<file path="config.mk">
export PLATFORM = sky130hd
export DESIGN_NAME = trng_fifo_reader
export DESIGN_NICKNAME = d
export VERILOG_FILES = /design/src/rtl/trng_fifo_reader.sv
export SDC_FILE = /design/constraint.sdc
export NUM_CORES = 1
export LEC_CHECK = 0
export CORE_MARGIN = 8
export CORE_UTILIZATION = 45
export DETAILED_ROUTE_END_ITERATION = 6
export MAX_ROUTING_LAYER = met4
export PLACE_DENSITY = 0.64
export SETUP_SLACK_MARGIN = 0.4
export SLEW_MARGIN = 10
export SYNTH_ARGS = -nofsm -noshare
export SYNTH_HDL_FRONTEND = slang
export SYNTH_SLANG_ARGS = --single-unit
</file>
<file path="constraint.sdc">
create_clock -name clk -period 3 [get_ports clk]
set_input_delay 0.6 -clock clk [delete_from_list [all_inputs] [get_ports clk]]
set_output_delay 0.6 -clock clk [all_outputs]
set_load 0.02 [all_outputs]
</file>
<file path="src/rtl/trng_fifo_reader.sv">
// TRNG byte collector: warm-up discard FSM feeding a show-ahead FIFO with sticky overflow flag.
// Optional repetition-count health test is compiled in when TRNG_HEALTH_TEST_EN is defined.
module trng_fifo_reader #(
  parameter int DATA_WIDTH    = 8,
  parameter int DEPTH         = 16,
  parameter int DISCARD_BYTES = 4,
  parameter int RCT_CUTOFF    = 4
) (
  input  logic                     clk,
  input  logic                     rstn,
  input  logic                     enable_i,
  input  logic                     clr_i,
  input  logic                     rnd_valid_i,
  input  logic [DATA_WIDTH-1:0]    rnd_data_i,
  input  logic                     rd_en_i,
  output logic [DATA_WIDTH-1:0]    rd_data_o,
  output logic                     rd_valid_o,
  output logic [$clog2(DEPTH):0]   level_o,
  output logic                     overflow_o,
  output logic                     health_fail_o
);

  localparam int AW = $clog2(DEPTH);
  localparam int DW = $clog2(DISCARD_BYTES + 1) + 1;
  localparam logic [AW:0]   FULL_LVL = (AW+1)'(DEPTH);
  localparam logic [DW-1:0] DISC_MAX = DW'(DISCARD_BYTES);

  typedef enum logic [1:0] {IDLE, WARMUP, RUN} state_e;

  state_e                state_q, state_d;
  logic [DW-1:0]         disc_q, disc_d;
  logic                  in_run;
  logic                  health_ok;

  logic [DATA_WIDTH-1:0] mem_q [DEPTH];
  logic [DATA_WIDTH-1:0] mem_d [DEPTH];
  logic [AW-1:0]         wr_q, wr_d, rd_q, rd_d;
  logic [AW:0]           cnt_q, cnt_d;
  logic                  ovf_q, ovf_d;
  logic                  empty, full, pop, push_try, push;

  always_ff @(posedge clk or negedge rstn) begin
    if (!rstn) begin
      state_q <= IDLE;
      disc_q  <= '0;
    end else begin
      state_q <= state_d;
      disc_q  <= disc_d;
    end
  end

  // Warm-up exits on the same pulse that completes the discard count, so back-to-back bytes are not lost.
  always_comb begin
    state_d = state_q;
    disc_d  = disc_q;
    if (!enable_i) begin
      state_d = IDLE;
      disc_d  = '0;
    end else begin
      case (state_q)
        IDLE: begin
          state_d = WARMUP;
          disc_d  = '0;
        end
        WARMUP: begin
          if (disc_q == DISC_MAX) begin
            state_d = RUN;
          end else if (rnd_valid_i) begin
            disc_d = disc_q + 1'b1;
            if (disc_d == DISC_MAX) state_d = RUN;
          end
        end
        default: state_d = RUN;
      endcase
    end
  end

  always_comb begin
    in_run = (state_q == RUN);
  end

`ifdef TRNG_HEALTH_TEST_EN
  localparam int RW = $clog2(RCT_CUTOFF + 1);
  localparam logic [RW-1:0] CUT = RW'(RCT_CUTOFF);

  logic [DATA_WIDTH-1:0] prev_q, prev_d;
  logic [RW-1:0]         rep_q, rep_d, rep_next;
  logic                  fail_q, fail_d;

  always_ff @(posedge clk or negedge rstn) begin
    if (!rstn) begin
      prev_q <= '0;
      rep_q  <= '0;
      fail_q <= 1'b0;
    end else begin
      prev_q <= prev_d;
      rep_q  <= rep_d;
      fail_q <= fail_d;
    end
  end

  // A zero run count means no previous RUN byte yet, so a first byte of 0 never matches.
  always_comb begin
    prev_d    = prev_q;
    rep_d     = rep_q;
    fail_d    = fail_q;
    rep_next  = (rep_q != '0 && rnd_data_i == prev_q) ? rep_q + 1'b1 : RW'(1);
    health_ok = !fail_q && (rep_next != CUT);
    if (clr_i) begin
      prev_d = '0;
      rep_d  = '0;
      fail_d = 1'b0;
    end else if (!in_run) begin
      prev_d = '0;
      rep_d  = '0;
    end else if (rnd_valid_i && !fail_q) begin
      prev_d = rnd_data_i;
      rep_d  = rep_next;
      if (rep_next == CUT) fail_d = 1'b1;
    end
  end

  assign health_fail_o = fail_q;
`else
  assign health_ok     = 1'b1;
  assign health_fail_o = 1'b0;
`endif

  always_ff @(posedge clk or negedge rstn) begin
    if (!rstn) begin
      wr_q  <= '0;
      rd_q  <= '0;
      cnt_q <= '0;
      ovf_q <= 1'b0;
    end else begin
      wr_q  <= wr_d;
      rd_q  <= rd_d;
      cnt_q <= cnt_d;
      ovf_q <= ovf_d;
    end
  end

  always_ff @(posedge clk) begin
    mem_q <= mem_d;
  end

  always_comb begin
    empty    = (cnt_q == '0);
    full     = (cnt_q == FULL_LVL);
    pop      = rd_en_i && !empty;
    push_try = in_run && rnd_valid_i && health_ok;
    push     = push_try && (!full || pop);
    mem_d    = mem_q;
    wr_d     = wr_q;
    rd_d     = rd_q;
    cnt_d    = cnt_q;
    ovf_d    = ovf_q;
    if (clr_i) begin
      wr_d  = '0;
      rd_d  = '0;
      cnt_d = '0;
      ovf_d = 1'b0;
    end else begin
      if (push) begin
        mem_d[wr_q] = rnd_data_i;
        wr_d        = wr_q + 1'b1;
      end
      if (pop) rd_d = rd_q + 1'b1;
      if (push && !pop) cnt_d = cnt_q + 1'b1;
      else if (pop && !push) cnt_d = cnt_q - 1'b1;
      if (push_try && full && !pop) ovf_d = 1'b1;
    end
  end

  // Head is masked while empty so stale memory never leaks out after reset or a flush.
  assign rd_data_o  = empty ? '0 : mem_q[rd_q];
  assign rd_valid_o = !empty;
  assign level_o    = cnt_q;
  assign overflow_o = ovf_q;

endmodule
</file>
==> results.toml <==
[cts]
clkSlewWorstSetupHoldPaths_ns = 0.06
cts_made_buffers = 17
cts_tree = "done"
insertion_delay_ns = 0.41
holdBufCountCts = 0
htree_levels = 4
root_buffer = "clkbuf_16"
clock_path_buffers = 2
clock-sinks = 148

[layout]
fillCellCount = 1095
diodes = 0
drive_above_1_share_pct = 31.7
regArea_um2 = 4350
multi_input_area_um2 = 2010
final_nets = 465
final_util_pct = 56.7
syn_to_final_growth_pct = 23.4

[flow_run]
cap_violations = 0

[critical_path]
worstSetupPathType = "flop to output pin"
r2r_start = "level_o[1]"
crit_path_start_kind = "flop"
worst_ep_arrival_time_ns = 2.23
r2r_slack_ns = 0.52
end_kind = "output pin"
crit_fanout = 8
ff2ff_path_depth = 8
cp-startpoint = "rd_q[1]"
r2r_end = "level_o[4]"
critPathRequiredTime_ns = 2.40
crit_path_end = "rd_data_o[4]"

[power]
p_per_area_nw_per_um2 = 774
p_comb_share_pct = 27.1
power_frac_seq_pct = 39.1
p_clk_share_pct = 33.8
power.leakage_nw = 2.68
p_int_mw = 4.35
p_sw_share_pct = 28.7
vdd.ir_drop.worst_mv = 0.512
p_switching_mw = 1.75

[global_routing]
grt_pass1_wl_um = 20700
grt_use_met3_pct = 4.16
busiest_layer = "met2"
antenna_found_initial = 0
grt_remaining_overflow = 0
grt_max_degree = 26
grt_pass1_vias = 3704
grt.total_usage_pct = 15.7
met1_usage_pct = 18.5
gr-usage-met2_pct = 25.7

[run_status]
run_status = "completed"

[detailed_routing]
firstDrtPassIters = 4
viasPerCell = 5.56
drt-initial-drc-count = 211
routed_wl_um = 13000
wl_per_cell_um = 20.6
vias = 3510
drcViolationCount = 0
ant_nets = 0

[die]
pin_count = 30
die_w_um = 135
dieHeight_um = 135
start_util_pct = 45.9
core_area_um2 = 13900
core.rowCount = 43
dieArea_um2 = 18200

[logic_synthesis]
async_reset_ff_share_pct = 13.5
synth-edff-count = 128
synth_cells = 372
ys_seq_area_share_pct = 68.2
synth_nets = 399
syn_area_um2 = 6370
synth_area_per_cell_um2 = 17.1
ys_seq_elements = 148
yosys-top-cells-area = "edfxtp_1 (60%), mux4_2 (11%), dfrtp_1 (7.9%)"
synth_cell_type_count = 46
yosysWarnings = 0
synth.most_common_cell = "edfxtp_1"
yosys_most_used_dff = "edfxtp_1"
synth.largest_area_cell = "edfxtp_1"
ys_top_cells_by_count = "edfxtp_1 (128), mux4_2 (32), nor2_1 (25)"
synth_top_area_share_pct = 60.3

[timing]
hold_ws_ns = 0.512
max_slew_margin_pct = 31.7
fmax_mhz = 354
hold_violations = 0
worst_pin_slew_ns = 1.02
fin_crit_ns = 2.83
fin_crit_sh_pct = 94.3
final.setup_skew_ns = 0.00869
maxSlewViolCount = 0
rsz0062_at_grt = "yes"
setup_viol = 0

[placement]
numPortBuffers = 28
dp_hpwl_um = 8720
place.gp.congestion = 0.795

[worst_hold_path]
hold_path.class = "flop to flop"
hp-start = "overflow_o"
## metrics by stage
step	instances	power (mW)	TNS [ns]	instance area, um^2	worst slack [ns]
2_1_floorplan	372	3.34	0	6380	0.418
3_3_place_gp	591	3.86	0	7070	0.0186
3_5_place_dp	591	3.89	-0.00328	7070	-0.00328
4_1_cts	630	6.09	0	7790	0.171
5_1_grt	631	6.35	0	7870	0.0803
6_report	631	6.09	0	7870	0.172
## worst min path at each step
stage                       endpoint  slack (ns)  depth (start not counted)
final                     overflow_o        0.51                          2
after global routing      overflow_o        0.53                          2
after CTS                 overflow_o        0.51                          2
after detailed placement  overflow_o        0.50                          2
after global placement    overflow_o        0.48                          2
after floorplan            disc_q[0]        0.30                          0
## cell families after synthesis
logic type | Yosys count | share of synthesized area, %
muxes | 49 | 14.0
adders and majority gates | 13 | 2.67
DFF | 148 | 68.2
other | 1 | 0.0588
AOI/OAI and AO/OA | 45 | 5.34
xor gates and xnor gates | 9 | 1.24
and+or+nand+nor | 74 | 5.97
buffers and inverters | 33 | 2.51
## worst max-delay path: stages, from the launching register on
cell and delay, ns:
dfrtp_2 0.39, buf_12 0.12, buf_12 0.13, mux4_2 0.50
nor2b_4 0.15, a211oi_4 0.26, a211oi_2 0.06, buf_4 0.21
## per-layer routing
layer / part of all wire [%] / vias to the layer above
met3: 5.0 / 16
met5: 0 / -
met4: 1.5 / 0
li1: - / 1592
met1: 43 / 1819
met2: 50 / 83
## sequential cells by signal, summed over array words and instances (netlist names)
| name | cells |
|---|---|
| mem_q | 128 |
| overflow_o | 1 |
| state_q | 2 |
| level_o | 5 |
| disc_q | 4 |
| wr_q | 4 |
| rd_q | 4 |
## area by class of cell
cell class,instances,area share (%)
Clock buffer,18,5.46
Clock inverter,14,1.92
Inverter,10,0.509
Multi-Input combinational cell,191,25.6
Sequential cell,148,55.3
Tap cell,180,2.86
Timing Repair Buffer,70,8.38
## repair_timing
item                                    in CTS  in global routing
endpoints found under the hold margin        0                  0
setup buffers                                7                  1
gates resized for setup                     69                 15
pin swaps                                   15                  4
endpoints found under the setup margin      13                 35
## power by group through the flow
| stage | Combinational, mW | Clock [mW] | Sequential (mW) |
|---|---|---|---|
| floorplan | 0.922 | 0 | 2.42 |
| global placement | 1.42 | 0 | 2.43 |
| detailed placement | 1.45 | 0 | 2.44 |
| CTS | 1.60 | 2.11 | 2.38 |
| global route | 1.78 | 2.18 | 2.39 |
| finish | 1.65 | 2.06 | 2.38 |
## layout by cell type, fill, tap and decap left out, types with 6 or more instances in the layout
cell type        instances
nor2_1                  25
clkbuf_16               17
mux2i_1                 11
mux4_2                  32
dfrtp_1                 16
ha_1                    12
nand2_1                 11
edfxtp_1               128
a211oi_1                 7
a211oi_2                10
nor3_1                   6
buf_4                   37
clkdlybuf4s50_1         19
inv_1                    9
xnor2_1                  6
nor2b_1                  8
buf_12                   6
(Power assumes the default switching activity.)
